[src/rtl/sic_pkg.sv]
// Shared types for the simple SIC executors.
// Packet kinds, ECR state codes and the context entry layout.
package sic_pkg;

   typedef enum logic [1:0] {
      SIC_NOP  = 2'd0,
      SIC_LUI  = 2'd1,
      SIC_LINK = 2'd2,
      SIC_JR   = 2'd3
   } sic_simple_kind_e;

   localparam logic [1:0] ECR_BUSY = 2'b00;
   localparam logic [1:0] ECR_OK   = 2'b01;
   localparam logic [1:0] ECR_BAD  = 2'b10;

   // Width-independent part of a context entry; the id/register
   // fields depend on top-level parameters and live beside it.
   typedef struct packed {
      logic             valid;
      logic             dead;
      logic             opnd_ok;
      sic_simple_kind_e kind;
      logic [31:0]      wdata;
   } sic_ctx_entry_t;

   // Write-back value known at allocation time.
   // LUI places imm16 high; LINK is pc+4 (wraps at 2^32).
   function automatic logic [31:0] sic_wdata(
      input sic_simple_kind_e k,
      input logic [31:0]      pc,
      input logic [15:0]      imm
   );
      logic [31:0] r;
      r = 32'h0;
      if (k == SIC_LUI)  r = {imm, 16'h0};
      if (k == SIC_LINK) r = pc + 32'd4;
      return r;
   endfunction

endpackage

[src/rtl/sic_exec_multi_oldest_pick.sv]
// Rotate-from-head priority picker: finds the first set
// request bit at or after head, wrapping mod N (N power of 2).
module sic_oldest_pick #(
   parameter  int N = 4,
   localparam int W = $clog2(N)
) (
   input  logic [N-1:0] req,
   input  logic [W-1:0] head,
   output logic         found,
   output logic [W-1:0] idx
);

   logic [W-1:0] pos;

   // Scan youngest to oldest so the oldest hit is the last write.
   always_comb begin
      found = 1'b0;
      idx   = head;
      pos   = '0;
      for (int k = N - 1; k >= 0; k--) begin
         pos = head + W'(k);
         if (req[pos]) begin
            found = 1'b1;
            idx   = pos;
         end
      end
   end

endmodule

[src/rtl/sic_exec_multi.sv]
// Multi-context simple SIC executor: circular buffer of packets,
// out-of-order JR operand reads, in-order commit. Option: SIC_EXEC_STATS_EN.
module sic_exec_multi
   import sic_pkg::*;
#(
   parameter  int SIC_ID       = 0,
   parameter  int NUM_CTX      = 4,
   parameter  int NUM_PHY_REGS = 64,
   parameter  int ID_WIDTH     = 8,
   parameter  int NUM_ECR      = 2,
   localparam int PHY_W        = $clog2(NUM_PHY_REGS),
   localparam int ECR_W        = $clog2(NUM_ECR)
) (
   input  logic                  clk,
   input  logic                  rst_n,
   output logic                  req_instr,
   input  logic                  pkt_valid,
   input  logic [1:0]            pkt_kind,
   input  logic [31:0]           pkt_pc,
   input  logic [15:0]           pkt_imm16,
   input  logic [ID_WIDTH-1:0]   pkt_issue_id,
   input  logic [PHY_W-1:0]      pkt_rs,
   input  logic [PHY_W-1:0]      pkt_dst,
   input  logic [ECR_W-1:0]      pkt_ecr_id,
   output logic                  rd_req,
   output logic [PHY_W-1:0]      rd_addr,
   input  logic                  rd_valid,
   input  logic [31:0]           rd_data,
   input  logic [2*NUM_ECR-1:0]  ecr_status,
   output logic                  wb_valid,
   output logic [PHY_W-1:0]      wb_addr,
   output logic [31:0]           wb_data,
`ifdef SIC_EXEC_STATS_EN
   output logic [31:0]           stat_commits,
   output logic [31:0]           stat_aborts,
   output logic [31:0]           stat_stall_cycles,
`endif
   output logic                  pc_redirect_valid,
   output logic [31:0]           pc_redirect_pc,
   output logic [ID_WIDTH-1:0]   pc_redirect_issue_id
);

   localparam int PTR_W = $clog2(NUM_CTX);
   localparam int CNT_W = PTR_W + 1;

   sic_ctx_entry_t       ent     [NUM_CTX];
   logic [ID_WIDTH-1:0]  ent_id  [NUM_CTX];
   logic [PHY_W-1:0]     ent_rs  [NUM_CTX];
   logic [PHY_W-1:0]     ent_dst [NUM_CTX];
   logic [ECR_W-1:0]     ent_ecr [NUM_CTX];

   logic [1:0]           ent_st  [NUM_CTX];
   logic [NUM_CTX-1:0]   bad;
   logic [NUM_CTX-1:0]   cand;

   logic [PTR_W-1:0]     head;
   logic [PTR_W-1:0]     tail;
   logic [CNT_W-1:0]     count;
   logic [PTR_W-1:0]     pick;

   sic_ctx_entry_t       hd;
   logic [1:0]           hd_st;
   logic                 silent;
   logic                 commit;
   logic                 retire;
   logic                 accept;
   sic_simple_kind_e     new_kind;

   // Per-entry ECR lookup, abort and operand-pending vectors.
   always_comb begin
      bad  = '0;
      cand = '0;
      for (int i = 0; i < NUM_CTX; i++) begin
         ent_st[i] = ecr_status[{ent_ecr[i], 1'b0} +: 2];
         bad[i]    = ent[i].valid && (ent_st[i] == ECR_BAD);
         cand[i]   = ent[i].valid && !ent[i].dead &&
                     !ent[i].opnd_ok;
      end
   end

   sic_oldest_pick #(
      .N (NUM_CTX)
   ) u_pick (
      .req   (cand),
      .head  (head),
      .found (rd_req),
      .idx   (pick)
   );

   assign rd_addr   = ent_rs[pick];
   assign req_instr = (count != CNT_W'(NUM_CTX));
   assign accept    = pkt_valid && req_instr;
   assign new_kind  = sic_simple_kind_e'(pkt_kind);

   assign hd     = ent[head];
   assign hd_st  = ent_st[head];
   assign silent = hd.valid && (hd.dead || hd_st == ECR_BAD);
   assign commit = hd.valid && !silent && hd.opnd_ok &&
                   (hd_st == ECR_OK);
   assign retire = silent || commit;

   assign wb_valid = commit &&
                     (hd.kind == SIC_LUI || hd.kind == SIC_LINK);
   assign wb_addr  = ent_dst[head];
   assign wb_data  = hd.wdata;

   // Entry storage: abort marking, operand capture, retire, allocate.
   always_ff @(posedge clk or negedge rst_n) begin
      if (!rst_n) begin
         for (int i = 0; i < NUM_CTX; i++) begin
            ent[i]     <= '0;
            ent_id[i]  <= '0;
            ent_rs[i]  <= '0;
            ent_dst[i] <= '0;
            ent_ecr[i] <= '0;
         end
      end else begin
         for (int i = 0; i < NUM_CTX; i++) begin
            if (bad[i]) ent[i].dead <= 1'b1;
         end
         if (rd_req && rd_valid) begin
            ent[pick].wdata   <= rd_data;
            ent[pick].opnd_ok <= 1'b1;
         end
         if (retire) ent[head].valid <= 1'b0;
         if (accept) begin
            ent[tail].valid   <= 1'b1;
            ent[tail].dead    <= 1'b0;
            ent[tail].opnd_ok <= (new_kind != SIC_JR);
            ent[tail].kind    <= new_kind;
            ent[tail].wdata   <= sic_wdata(new_kind, pkt_pc,
                                           pkt_imm16);
            ent_id[tail]      <= pkt_issue_id;
            ent_rs[tail]      <= pkt_rs;
            ent_dst[tail]     <= pkt_dst;
            ent_ecr[tail]     <= pkt_ecr_id;
         end
      end
   end

   // Ring pointers and occupancy.
   always_ff @(posedge clk or negedge rst_n) begin
      if (!rst_n) begin
         head  <= '0;
         tail  <= '0;
         count <= '0;
      end else begin
         if (retire) head <= head + PTR_W'(1);
         if (accept) tail <= tail + PTR_W'(1);
         count <= count + CNT_W'(accept) - CNT_W'(retire);
      end
   end

   // One-cycle redirect pulse after a JR commits.
   always_ff @(posedge clk or negedge rst_n) begin
      if (!rst_n) begin
         pc_redirect_valid    <= 1'b0;
         pc_redirect_pc       <= '0;
         pc_redirect_issue_id <= '0;
      end else begin
         pc_redirect_valid <= 1'b0;
         if (commit && hd.kind == SIC_JR) begin
            pc_redirect_valid    <= 1'b1;
            pc_redirect_pc       <= hd.wdata;
            pc_redirect_issue_id <= ent_id[head];
         end
      end
   end

`ifdef SIC_EXEC_STATS_EN
   // Saturating commit / abort / stall counters.
   always_ff @(posedge clk or negedge rst_n) begin
      if (!rst_n) begin
         stat_commits      <= '0;
         stat_aborts       <= '0;
         stat_stall_cycles <= '0;
      end else begin
         if (commit && stat_commits != '1)
            stat_commits <= stat_commits + 32'd1;
         if (silent && stat_aborts != '1)
            stat_aborts <= stat_aborts + 32'd1;
         if (hd.valid && !retire && stat_stall_cycles != '1)
            stat_stall_cycles <= stat_stall_cycles + 32'd1;
      end
   end

`ifndef SYNTHESIS
   final begin
      $display("sic_exec_multi[%0d] commits=%0d aborts=%0d stalls=%0d",
               SIC_ID, stat_commits, stat_aborts,
               stat_stall_cycles);
   end
`endif
`endif

endmodule

[config.mk]
export PLATFORM = sky130hd
export DESIGN_NAME = sic_exec_multi
export DESIGN_NICKNAME = d
export VERILOG_FILES = /design/src/rtl/sic_pkg.sv /design/src/rtl/sic_exec_multi_oldest_pick.sv /design/src/rtl/sic_exec_multi.sv
export SDC_FILE = /design/constraint.sdc
export NUM_CORES = 1
export LEC_CHECK = 0
export ABC_AREA = 1
export BUFFER_PORTS_ARGS = -buffer_cell sky130_fd_sc_hd__buf_2
export CELL_PAD_IN_SITES_DETAIL_PLACEMENT = 0
export CELL_PAD_IN_SITES_GLOBAL_PLACEMENT = 1
export CORE_UTILIZATION = 40
export DETAILED_ROUTE_END_ITERATION = 6
export PLACE_DENSITY = 0.88
export SYNTH_ARGS = -nofsm -noshare
export SYNTH_HDL_FRONTEND = slang
export SYNTH_HIERARCHICAL = 1
export SYNTH_SLANG_ARGS = --single-unit
[constraint.sdc]
create_clock -name clk -period 2.98 [get_ports clk]
set_input_delay 0.149 -clock clk [delete_from_list [all_inputs] [get_ports clk]]
set_output_delay 0.149 -clock clk [all_outputs]
set_load 0.005 [all_outputs]
==> After elaboration in Yosys (flattened, before gate mapping) <==
Index checks and enable logic that the tools add are counted.
{ "op_classes": {"n_eq_ne": 13, "n_lt_le_gt_ge": 10, "reduce_logical": 35, "n_bitwise": 3, "n_mux": 76, "shifts": 4, "add_sub_neg": 7} }
{ "op_table": {"columns": ["operator", "count"], "rows": [
  ["$bwmux W148", 8],
  ["$demux W37 S2", 8],
  ["$mux W148", 3],
  ["$mux W32", 5],
  ["$mux W37", 4],
  ["$bmux W37 S2", 1],
  ["$mux W35", 2],
  ["$bwmux W24", 2],
  ["$mux W36", 1],
  ["$mux W34", 1],
  ["$add A32 B3 Y32 const B", 1],
  ["$bwmux W32", 1],
  ["$mux W6", 5],
  ["$bmux W6 S2", 2],
  ["$mux W8", 3],
  ["$logic_and A1 B1 Y1", 23],
  ["$bmux W8 S2", 1],
  ["$demux W8 S2", 1],
  ["$eq A2 B2 Y1 const B", 8],
  ["$shiftx A4 B3 Y2", 4],
  ["$mux W1", 14],
  ["$demux W6 S2", 1],
  ["$lt A2 B3 Y1 const B", 4],
  ["$mux W2", 6],
  ["other kinds (16)", 39]
]} }
{ "totals": {"output_inout_bits": 88, "word_cells": 190, "ff_bits": 280} }

==> Depth between registers and ports, before layout <==
Gate-level depths: netlist of the first run.
{ "logic_depth": {"ltp_word": 25, "mapped_depth": 21, "mapped_depth_nobuf": 19} }

==> By module <==
The synthesis of the first run kept the hierarchy.
{ "modules_own_cells": {"columns": ["module", "cells_each", "area_per_inst_um2", "seq_area_each_um2", "n_inst"], "rows": [
  ["sic_exec_multi", 2007, 14863.0, 7006.7, 1],
  ["sic_oldest_pick", 53, 234.0, 0.0, 1]
]} }

==> Least setup slack after synthesis of the first run <==
OpenSTA, ideal clock, no wires.
{ "synth_timing": {"path_kind": "register -> register", "start": "reg head[1]", "end": "reg count[2]", "required_time_ps": 2857, "path_buffers": 3, "stages_incl_launch_ff": 16, "slack_ps": 487, "period_less_slack_ps": 2493, "arrival_ps": 2371, "setup_ps": 123, "cell_sequence": "dfrtp_1 buf_4 inv_2 buf_6 nand3_2 nand2_1 nor2_4 nand4_4 buf_6 nand2_2 ha_1 inv_1 ha_1 inv_1 fa_1 xnor2_1"} }
{ "synth_between": {"elab_chain_cells": 13, "elab_cells_between_ends": 17} }
{ "synth_lines": {"columns": ["item", "line", "source"], "rows": [
  ["start, declared", "sic_exec_multi.sv:56", "logic [PTR_W-1:0] head;"],
  ["start signal, assigned", "sic_exec_multi.sv:148", "if (retire) head <= head + PTR_W'(1);"],
  ["$not A2 Y3 (implied by the code) (*)", "sic_exec_multi.sv:95, sic_exec_multi.sv:96", null],
  ["$bmux W2 S2", "sic_exec_multi.sv:96", "assign hd_st = ent_st[head];"],
  ["$mux W2 (implied by the code) (2 in a row)", "sic_exec_multi.sv:96", null],
  ["$eq A2 B2 Y1", "sic_exec_multi.sv:97", "assign silent = hd.valid && (hd.dead || hd_st == ECR_BAD);"],
  ["$logic_or A1 B1 Y1", "sic_exec_multi.sv:97", null],
  ["$logic_and A1 B1 Y1", "sic_exec_multi.sv:97", null],
  ["$logic_not A1 Y1", "sic_exec_multi.sv:98", "assign commit = hd.valid && !silent && hd.opnd_ok &&"],
  ["$logic_and A1 B1 Y1 (3 in a row)", "sic_exec_multi.sv:98", null],
  ["$logic_or A1 B1 Y1 (*)", "sic_exec_multi.sv:100", "assign retire = silent || commit;"],
  ["$sub A3 B1 Y3 (*)", "sic_exec_multi.sv:150", "count <= count + CNT_W'(accept) - CNT_W'(retire);"],
  ["end signal, assigned", "sic_exec_multi.sv:150", null],
  ["end, declared", "sic_exec_multi.sv:58", "logic [CNT_W-1:0] count;"]
]} }
Every way passes the cells marked *; elsewhere a longest branch is shown, timed or not. The select of a mux whose other input is x is not followed.
A chain may end at the register's enable or synchronous reset.

==> Worst setup path in the final report of the first run <==
{ "layout_timing": {"start": "reg head[0]", "end": "out wb_valid"} }
{ "layout_between": {"elab_chain_cells": 12, "elab_cells_between_ends": 19} }
{ "layout_lines": {"columns": ["item", "line", "source"], "rows": [
  ["$not A2 Y3 (implied by the code) (*)", "sic_exec_multi.sv:95, sic_exec_multi.sv:96", null],
  ["$bmux W2 S2", "sic_exec_multi.sv:96", null],
  ["$mux W2 (implied by the code) (2 in a row)", "sic_exec_multi.sv:96", null],
  ["$eq A2 B2 Y1", "sic_exec_multi.sv:97", null],
  ["$logic_or A1 B1 Y1", "sic_exec_multi.sv:97", null],
  ["$logic_and A1 B1 Y1", "sic_exec_multi.sv:97", null],
  ["$logic_not A1 Y1", "sic_exec_multi.sv:98", null],
  ["$logic_and A1 B1 Y1 (3 in a row)", "sic_exec_multi.sv:98", null],
  ["$logic_and A1 B1 Y1 (*)", "sic_exec_multi.sv:102", "assign wb_valid = commit &&"],
  ["end, declared", "sic_exec_multi.sv:30", "output logic wb_valid,"]
]} }
Marks and branches as above.

==> results of run 1 <==
flip-flops by register name, indices dropped and copies added (netlist names):
register / flops
count: 3
pc_redirect_issue_id: 8
ent_dst: 24
ent_rs: 24
head: 2
pc_redirect_valid: 1
ent_id: 32
ent_ecr: 4
pc_redirect_pc: 32
ent: 148
tail: 2
cell families (layout without fill, tap and decap cells):
kind of cell | after synthesis | after routing
and+or+nand+nor | 880 | 880
AOI/OAI and AO/OA | 577 | 577
buffers and inverters | 304 | 515
DFF | 280 | 280
adders and majority gates | 13 | 13
xor gates and xnor gates | 6 | 6
other | 0 | 1
tightest hold or removal path: stages:
cell	delay, ns
buf_2	0.10
nand2_1	0.13
o21ai_0	0.10
what timing repair did:
item                                    4_1_cts  5_1_grt
pin swaps                                     0        1
gates cloned                                  0        0
gates resized for setup                       2        7
endpoints found under the setup margin        1       23
hold buffers                                 29        0
buffers inserted                              0        3
endpoints found under the hold margin       181        0
per-layer routing:
layer,wire (um),GRT usage,vias to the layer above
met3,3350,0.0438,73
li1,-,-,7116
met2,22100,0.411,526
met5,0,0,-
met1,21500,0.350,7048
met4,1330,0.0735,0
layout make-up:
class,count,area share
clock inverters,13,0.00795
well taps,504,0.0348
multi-input cells,1476,0.379
diodes,1,0.000138
inverters,180,0.0375
flip-flops and latches,280,0.387
repair buffers,274,0.0984
clock buffers,48,0.0550
report_power, final:
part | total, mW | internal [mW] | switching [mW]
combinational | 0.397 | 0.127 | 0.270
sequential | 3.80 | 3.80 | 0
clock | 4.18 | 2.52 | 1.65
total | 8.38 | 6.45 | 1.92
worst min path at each step:
stage          cells past startpoint             endpoint  slack, ns       from
2_1_floorplan                      0   count[0]$_DFF_PN0_      -0.15      rst_n
3_3_place_gp                       1  tail[1]$_DFFE_PN0P_       0.23      rst_n
3_5_place_dp                       1  tail[0]$_DFFE_PN0P_       0.23      rst_n
4_1_cts                            3     ent[1]$_DFF_PN0_     0.0002  pkt_pc[1]
5_1_grt                            3     ent[1]$_DFF_PN0_       0.04  pkt_pc[1]
6_report                           3     ent[1]$_DFF_PN0_       0.02  pkt_pc[1]
cell usage after synthesis, drive strengths merged, types with 3 or more instances:
| cell type | instances |
|---|---|
| a211oi | 6 |
| a21oi | 42 |
| a22oi | 6 |
| a31oi | 11 |
| buf | 50 |
| clkbuf | 74 |
| clkinv | 4 |
| dfrtp | 280 |
| ha | 12 |
| inv | 176 |
| nand2 | 567 |
| nand3 | 113 |
| nand3b | 10 |
| nand4 | 3 |
| nor2 | 182 |
| nor3 | 5 |
| o211ai | 6 |
| o21ai | 449 |
| o22ai | 51 |
| xor2 | 4 |
metrics by stage:
| step | instances | instance area (um2) |
|---|---|---|
| 2_1_floorplan | 2060 | 15100 |
| 3_3_place_gp | 2682 | 16600 |
| 3_5_place_dp | 2682 | 16600 |
| 4_1_cts | 2772 | 18000 |
| 5_1_grt | 2775 | 18100 |
| 6_report | 2776 | 18100 |
==> run_results.csv, run 1 <==
group,metric,value,unit
route,wirelength,48300,um
setup_path,r2r_slack,0.18,ns
timing,holdWs,0.0236,ns
clocking,clkSinkCount,280,
setup_path,worstPathRequired,2.83,ns
status,outcome,"complete, no violations",
yosys,seq_area_frac_synth,0.464,
finish,final_common_cell,"nand2_1",
finish,multi_input_area,0.00686,mm2
yosys,synth_edf_count,0,
global_route,grt_remaining_overflow,0,
place,gp_congestion,0.921,
setup_path,startpoint,"head[0]$_DFFE_PN0N_",
yosys,synthSimpleGateAreaFrac,0.237,
place,post-place-ws,0.216,ns
yosys,yosysTopAreaCell,"dfrtp_1",
setup_path,cp-end-kind,"primary output",
yosys,synth_top_family_by_area,"simple AND/OR/NAND/NOR gates",
setup_path,cp_num_buf_inv,4,
finish,drive_gt1_frac,0.150,
global_route,grt_max_degree,91,
clocking,insertion_delay,0.52,ns
yosys,netlist.area_leader.share,0.464,
clocking,htree_levels,2,
setup_path,cp.depth,10,
route,wl_per_cell,17.4,um
setup_path,cpPeakStageDelay,0.49,ns
finish,syn2layout_area_growth,19.9,%
timing,final.setup_skew,0.0141,ns
timing,slew_violations,0,
clocking,cts_buffers,34,
yosys,synth.distinct_cells,38,
global_route,grt_first_pass_wirelength,77500,um
global_route,antenna_found_initial,1,
yosys,synth_compound_area_frac,0.201,
timing,layout_setup_ws,0.102,ns
timing,setup_viol,0,
yosys,syn_inst,2060,
clocking,cts_root_buffer,"clkbuf_16",
setup_path,reg2reg_from,"head[0]$_DFFE_PN0N_",
clocking,ctsLongestPathBuffers,3,
timing,fin_tns_setup,0,ns
floorplan,io_pins,199,
yosys,syn_avg_cell_area,7.33,um2
finish,num-fill-cells,3640,
timing,min_period_over_period,0.966,
route,drc,0,
yosys,async_flop_share,1.00,
timing,period_minus_slack,2.88,ns
setup_path,cp.arrival,2.73,ns
power_and_ir_drop,p_leak,9.36,nW
route,via_count,14763,
yosys,ys.flop_type,"dfrtp_1",
setup_path,cp_cell_sequence,"buf_12 > buf_4 > nand2_1 > nand3_2 > nand2_1 > nor2_4 > nand4_4 > buf_6 > nor2_2 > buf_2",
yosys,syn_area,0.0151,mm2
clocking,cts.clk_slew.worst_paths,0.06,ns
setup_path,reg2regPathDepth,14,
floorplan,rows,70,
power_and_ir_drop,p_per_area,463,mW/mm2
yosys,synth_fa_ha_area_frac,0.0113,
yosys,yosysWarnings,6,
finish,fin_nets,2370,
setup_path,crit_slowest_cell,"dfrtp_4",
setup_path,rr_endpoint,"count[2]$_DFF_PN0_",
setup_path,critPathKind,"flip-flop to primary output",
global_route,grt_pass1_vias,14164,
floorplan,die-area,0.0385,mm2
yosys,synthMuxAreaShare,0,
floorplan,start_util,0.409,
timing,finalHoldViolations,0,
route,drt_iter0_markers,1230,
global_route,track_usage,0.255,
setup_path,cp_max_fo,47,
timing,tightest_slew,0.787,ns
setup_path,crit_top_cell,"nand2_1",
yosys,ys_seq_elements,280,
power_and_ir_drop,max-vdd-ir-drop,0.360,mV
hold_path,hold_path.class,"input port to flip-flop",
clocking,cts_tree,"done",
place,place_hpwl,31700,um
timing,max_freq,347,MHz
route,antenna_left,0,
floorplan,dieWidth,196,um
floorplan,core,0.0369,mm2
route,first_pass_iters,7,
finish,layout_common_cells,"555 x nand2_1, 415 x o21ai_0, 278 x dfrtp_1, 197 x buf_2, 175 x nor2_1",
floorplan,die_h,196,um
finish,regArea,0.00701,mm2
place,io_buffers,198,
power_and_ir_drop,p_total,8.38,mW
timing,slew_headroom,0.469,
yosys,synth.area.top_cells,"dfrtp_1 46%, nand2_1 14%, o21ai_0 14%, nor2_1 4.4%, inv_1 4.1%",
yosys,syn_nets,2184,
finish,fin_util,0.491,
setup_path,cp-endpoint,"wb_valid",
route,vias_per_cell,5.32,
setup_path,crit_path_start_kind,"flip-flop",
setup_path,path_delay_family,"buffers and inverters",
flow_run,max-cap-violations,0,
yosys,synth_xor_area_frac,0.00348,
Power figures use the tool's default switching activity.
==> inputs of run 2 (changes only) <==
Settings changed: CELL_PAD_IN_SITES_DETAIL_PLACEMENT 0 to not set, CELL_PAD_IN_SITES_GLOBAL_PLACEMENT 1 to not set, PLACE_DENSITY 0.88 to 0.7.
==> run 2 against run 1 <==
Compared with the run above: utilization is 0.25 points higher; setup slack better by 0.0014 ns; cell count is 0.58% higher; wire length is 2.0% higher; global-route usage is 0.18 points higher; critical endpoint is now rd_addr[1].
==> run_results.csv, run 2 (synthesis results as in run 1) <==
group,metric,value,unit
clocking,insertion_delay,0.56,ns
power_and_ir_drop,sw_frac_of_total,0.230,
power_and_ir_drop,p_seq_frac,0.478,
place,place_hpwl,32600,um
timing,min_period_over_period,0.965,
setup_path,rr_endpoint,"count[2]$_DFF_PN0_",
setup_path,crit_path_start_kind,"flip-flop",
setup_path,path_delay_family,"simple AND/OR/NAND/NOR gates",
route,wirelength,49300,um
flow_run,max-cap-violations,0,
power_and_ir_drop,p_total,7.95,mW
timing,slew_violations,0,
timing,max_freq,348,MHz
finish,layout_common_cells,"547 x nand2_1, 415 x o21ai_0, 276 x dfrtp_1, 197 x buf_2, 176 x nor2_1",
place,gp_congestion,0.890,
floorplan,dieWidth,196,um
route,wl_per_cell,17.7,um
route,drc,0,
clocking,cts_tree,"done",
timing,tightest_slew,1.05,ns
power_and_ir_drop,p_leak,9.36,nW
power_and_ir_drop,p_clk_frac,0.470,
setup_path,cp_max_fo,8,
clocking,cts_buffers,30,
finish,multi_input_area,0.00695,mm2
clocking,cts_root_buffer,"clkbuf_16",
route,drt_iter0_markers,1495,
global_route,grt_remaining_overflow,0,
clocking,cts.clk_slew.worst_paths,0.07,ns
route,top_layer,"met4",
route,routedLengthMet1,21700,um
route,first_pass_iters,5,
power_and_ir_drop,internal_power,6.12,mW
clocking,clkSinkCount,280,
hold_path,hold_depth,5,
timing,holdWs,0.0150,ns
status,outcome,"complete, no violations",
global_route,antenna_found_initial,0,
clocking,htree_levels,1,
finish,syn2layout_area_growth,20.5,%
power_and_ir_drop,p_per_area,437,mW/mm2
hold_path,holdPathEnd,"ent[93]$_DFF_PN0_",
setup_path,crit_slowest_cell,"dfrtp_2",
finish,num-fill-cells,3614,
finish,reg_top3,"ent x148, ent_id x32, pc_redirect_pc x32",
global_route,grt_pass1_vias,14576,
route,via_count,15092,
floorplan,io_pins,199,
finish,largest_reg_flops,148,
setup_path,critPathKind,"flip-flop to primary output",
floorplan,rows,70,
route,vias_per_cell,5.41,
setup_path,reg2reg_from,"head[0]$_DFFE_PN0N_",
finish,fin_nets,2390,
timing,fin_tns_setup,0,ns
finish,drive_gt1_frac,0.156,
power_and_ir_drop,p_sw,1.83,mW
global_route,track_usage,0.257,
route,antenna_left,0,
setup_path,crit_top_cell,"nand2_2",
floorplan,die_h,196,um
setup_path,worstPathRequired,2.83,ns
setup_path,reg2regPathDepth,15,
timing,final.setup_skew,0.0205,ns
hold_path,hold_path.class,"input port to flip-flop",
power_and_ir_drop,max-vdd-ir-drop,0.371,mV
global_route,grt_max_degree,79,
hold_path,hold_path_startpoint,"rd_data[19]",
power_and_ir_drop,power_frac_comb,0.051,
timing,period_minus_slack,2.88,ns
place,io_buffers,198,
timing,setup_viol,0,
finish,top_register,"ent",
setup_path,cp.arrival,2.73,ns
clocking,ctsLongestPathBuffers,3,
timing,finalHoldViolations,0,
finish,regArea,0.00702,mm2
global_route,grt_first_pass_wirelength,78600,um
setup_path,cp-end-kind,"primary output",
floorplan,die-area,0.0385,mm2
finish,final_area,0.0182,mm2
finish,final_common_cell,"nand2_1",
setup_path,cp_cell_sequence,"inv_1 > nor3_2 > inv_1 > o21ai_2 > nand2_1 > nand2_2 > nand2_2 > nand2_2 > nand2_1 > nand2_1 > nand2_2 > buf_6 > nor2_4 > a22oi_2 > nand3_2 > buf_2",
timing,rsz0062_at_grt,"true",
route,met3_length,4000,um
floorplan,start_util,0.409,
setup_path,cpPeakStageDelay,0.39,ns
route,wl_met2,22200,um
setup_path,r2r_slack,0.25,ns
floorplan,core,0.0369,mm2
timing,slew_headroom,0.293,
finish,antenna_cells,0,
setup_path,cp_num_buf_inv,4,
place,placed_cell_area,0.0166,mm2
## run 2: worst min-delay path: cells and delay by family
family                 cells  cell delay (ns)
AO/OA/AOI/OAI              2             0.22
buffers and inverters      3             0.19
## run 2: cell type report
cell class / instances / share of cell area
Clock buffer: 49 / 0.0486
Sequential cell: 280 / 0.386
Clock inverter: 5 / 0.00447
Inverter: 180 / 0.0376
Multi-Input combinational cell: 1476 / 0.382
Timing Repair Buffer: 298 / 0.107
Tap cell: 504 / 0.0347
## run 2: repair_timing
action | 4_1_cts | 5_1_grt
setup buffers | 1 | 8
resized for setup | 3 | 37
hold endpoints to repair | 194 | 0
endpoints found under the setup margin | 7 | 12
hold buffers | 44 | 0
pin swaps | 0 | 16
## run 2: how the worst max path moves through the flow
stage	startpoint	to	slack (ns)	cells past startpoint
3_5_place_dp	head[0]$_DFFE_PN0N_	count[2]$_DFF_PN0_	0.21	14
4_1_cts	ent[110]$_DFF_PN0_	rd_addr[1]	0.0001	16
2_1_floorplan	head[1]$_DFFE_PN0N_	count[2]$_DFF_PN0_	0.49	15
6_report	ent[110]$_DFF_PN0_	rd_addr[1]	0.10	16
3_3_place_gp	head[0]$_DFFE_PN0N_	count[2]$_DFF_PN0_	0.21	14
5_1_grt	head[1]$_DFFE_PN0N_	rd_addr[0]	-0.04	15
## run 2: stage by stage
stage	util	setup WS, ns	instances
final	0.493	0.103	2792
after global routing	0.493	-0.0403	2792
after CTS	0.489	0.000115	2785
after detailed placement	0.450	0.208	2686
after global placement	0.450	0.209	2686
after floorplan	-	0.487	2060
## run 2: per-layer routing
metal  vias to the layer above  GRT usage
met3                        91     0.0351
met4                         0     0.0891
met2                       644      0.401
met5                         -          0
li1                       7159          -
met1                      7198      0.364
## run 2: power by group through the flow
| stage | Clock [mW] | Combinational, mW | Sequential, mW |
|---|---|---|---|
| global route | 3.93 | 0.453 | 3.80 |
| finish | 3.74 | 0.408 | 3.80 |
| CTS | 3.77 | 0.408 | 3.80 |
| floorplan | 0 | 0.115 | 3.87 |
| global placement | 0 | 0.360 | 3.87 |
| detailed placement | 0 | 0.362 | 3.87 |
==> inputs of run 3 (changes only) <==
Settings changed: PLACE_DENSITY 0.7 to 0.72.
Clock period 2.98 ns to 2.6 ns, I/O delays scaled along.
==> run 3 against run 2 <==
Compared with the run above: the flow now finishes with violations (hold timing, setup timing); cell count up 3.9%; critical endpoint is now rd_addr[3]; total power up 24%; global-route usage up 0.089 points; first-iteration DRC count up 20%; sequential power up 15%; clock skew down 0.0098 ns; die area unchanged; non-clock buffer count up 107; combinational power up 24%.
==> run_results.csv, run 3 (synthesis results as in run 1) <==
group,metric,value,unit
status,outcome,"finished, violations left",
status,violations,"hold timing, setup timing",
setup_path,cp_num_buf_inv,6,
route,via_count,16364,
timing,min_period_over_period,1.13,
setup_path,crit_path_start_kind,"flip-flop",
timing,tightest_slew,1.03,ns
route,routedLengthMet1,22300,um
power_and_ir_drop,p_total,9.83,mW
timing,holdWs,-0.0290,ns
setup_path,cp_cell_sequence,"nor3_4 > inv_2 > nand2_4 > nand3_4 > buf_6 > nand2_4 > inv_2 > nand2_2 > nand2_2 > nand2_1 > nand2_1 > nand2_2 > buf_6 > nor2_4 > buf_6 > a22oi_2 > nand3_2 > buf_2",
global_route,antenna_found_initial,0,
clocking,ctsLongestPathBuffers,3,
global_route,track_usage,0.257,
hold_path,hold_path.class,"input port to flip-flop",
flow_run,max-cap-violations,0,
finish,drive_gt1_frac,0.245,
setup_path,startpoint,"ent[146]$_DFF_PN0_",
finish,layout_common_cells,"500 x nand2_1, 279 x o21ai_0, 278 x dfrtp_1, 197 x buf_2, 170 x nor2_1",
finish,final_common_cell,"nand2_1",
timing,period_minus_slack,2.93,ns
floorplan,start_util,0.409,
hold_path,hold_path_startpoint,"rd_data[30]",
timing,slew_headroom,0.309,
setup_path,cpPeakStageDelay,0.41,ns
route,wl_per_cell,19.6,um
global_route,grt_first_pass_wirelength,79200,um
finish,syn2layout_area_growth,37.8,%
timing,max_freq,341,MHz
finish,fin_nets,2499,
floorplan,die-area,0.0385,mm2
power_and_ir_drop,p_leak,10.5,nW
finish,largest_reg_flops,148,
timing,finalHoldViolations,6,
route,vias_per_cell,5.64,
clocking,cts_tree,"done",
place,post-place-ws,-0.246,ns
floorplan,rows,70,
power_and_ir_drop,p_per_area,472,mW/mm2
finish,reg_top3,"ent x148, ent_id x32, pc_redirect_pc x32",
place,gp_congestion,0.885,
route,wirelength,57000,um
timing,rsz0062_at_grt,"true",
route,drc,0,
setup_path,reg2reg_from,"ent[146]$_DFF_PN0_",
floorplan,dieWidth,196,um
finish,final_area,0.0208,mm2
setup_path,path_delay_family,"simple AND/OR/NAND/NOR gates",
clocking,insertion_delay,0.59,ns
route,first_pass_iters,6,
floorplan,io_pins,199,
floorplan,core,0.0369,mm2
clocking,cts.clk_slew.worst_paths,0.06,ns
setup_path,cp_max_fo,7,
setup_path,critPathKind,"flip-flop to primary output",
power_and_ir_drop,max-vdd-ir-drop,0.461,mV
clocking,htree_levels,1,
finish,fin_cells,2902,
route,drt_iter0_markers,1788,
route,wl_met2,25200,um
timing,layout_setup_ws,-0.333,ns
global_route,grt_remaining_overflow,0,
timing,fin_tns_setup,-2.96,ns
route,antenna_left,0,
setup_path,worstPathRequired,2.47,ns
timing,slew_violations,0,
global_route,grt_pass1_vias,15034,
finish,top_register,"ent",
place,placed_cell_area,0.0170,mm2
setup_path,cp-end-kind,"primary output",
place,place_hpwl,32000,um
clocking,cts_buffers,30,
setup_path,cp.arrival,2.80,ns
place,place_inst,2720,
clocking,clkSinkCount,280,
global_route,grt_max_degree,78,
route,met3_length,6180,um
timing,final.setup_skew,0.0107,ns
clocking,cts_root_buffer,"clkbuf_16",
floorplan,die_h,196,um
setup_path,crit_slowest_cell,"dfrtp_1",
place,io_buffers,198,
timing,setup_viol,30,
route,top_layer,"met4",
## run 3: cell count changes in the layout (fill, tap and decap cells not counted), moves of 13 or more
cell	before	now
o21ai_0	415	279
o21ai_1	33	131
nand2_1	547	500
nand2_4	0	32
o21ai_2	1	32
buf_4	47	77
clkbuf_16	31	54
buf_12	6	25
o22ai_1	51	35
o22ai_2	0	16
dlygate4sd3_1	44	57
nand2_2	20	33
## run 3: worst paths after layout
check                      slack (ns)  cells after the start                        endpoint
setup / recovery                -0.33                     18                      rd_addr[3]
hold / removal                  -0.03                      5              ent[104]$_DFF_PN0_
setup reg to reg                -0.14                     20               ent[84]$_DFF_PN0_
hold reg to reg                  0.47                      2  pc_redirect_pc[17]$_DFFE_PN0P_
max in group asynchronous        1.74                      3               ent[30]$_DFF_PN0_
min in group asynchronous        0.06                      2          ent_id[16]$_DFFE_PN0P_
## run 3: through the flow
| step | utilization | hold WS [ns] |
|---|---|---|
| floorplan | - | -0.166 |
| global placement | 0.460 | 0.0970 |
| detailed placement | 0.460 | 0.0950 |
| CTS | 0.516 | 0.000151 |
| global route | 0.564 | 0.00882 |
| finish | 0.564 | -0.0290 |
## run 3: report_power, final
| part | internal [mW] | leakage [nW] | switching [mW] |
|---|---|---|---|
| sequential | 4.36 | 3.89 | 0 |
| clock | 3.07 | 0.556 | 1.89 |
| combinational | 0.172 | 6.07 | 0.334 |
| total | 7.60 | 10.5 | 2.22 |
## run 3: layer usage
metal | GRT usage | vias to the layer above
met3 | 0.0401 | 261
met5 | 0 | -
met4 | 0.114 | 0
met2 | 0.402 | 989
met1 | 0.353 | 7704
li1 | - | 7410
## run 3: repair_timing
| item | in CTS | in global routing |
|---|---|---|
| pin swaps | 15 | 53 |
| hold endpoints to repair | 404 | 0 |
| endpoints found under the setup margin | 136 | 188 |
| cloned | 2 | 31 |
| hold buffers | 57 | 0 |
| buffers inserted | 10 | 28 |
| resized for setup | 55 | 354 |
## run 3: layout make-up
| class | instances | area, um2 |
|---|---|---|
| flip-flops and latches | 280 | 7010 |
| inverters | 180 | 718 |
| diodes | 1 | 2.50 |
| multi-input cells | 1478 | 7720 |
| clock inverters | 15 | 283 |
| repair buffers | 405 | 3590 |
| well taps | 504 | 631 |
| clock buffers | 39 | 846 |
| fillers | 3190 | 16100 |
## run 3: worst reg2reg max path: stages (launching register included)
cell and delay (ns):
dfrtp_1 0.41, nor3_4 0.28, nand2_1 0.14, o21ai_4 0.09, nand2_2 0.09, nand2_1 0.09, inv_2 0.05, nand2_2 0.07
nand2_1 0.05, nand2_1 0.06, nand2_2 0.07, buf_6 0.14, nand2_2 0.07, inv_2 0.04, buf_6 0.11, buf_8 0.12
nand2_8 0.15, clkbuf_16 0.20, o21ai_2 0.07, a21oi_1 0.22, a21oi_1 0.08
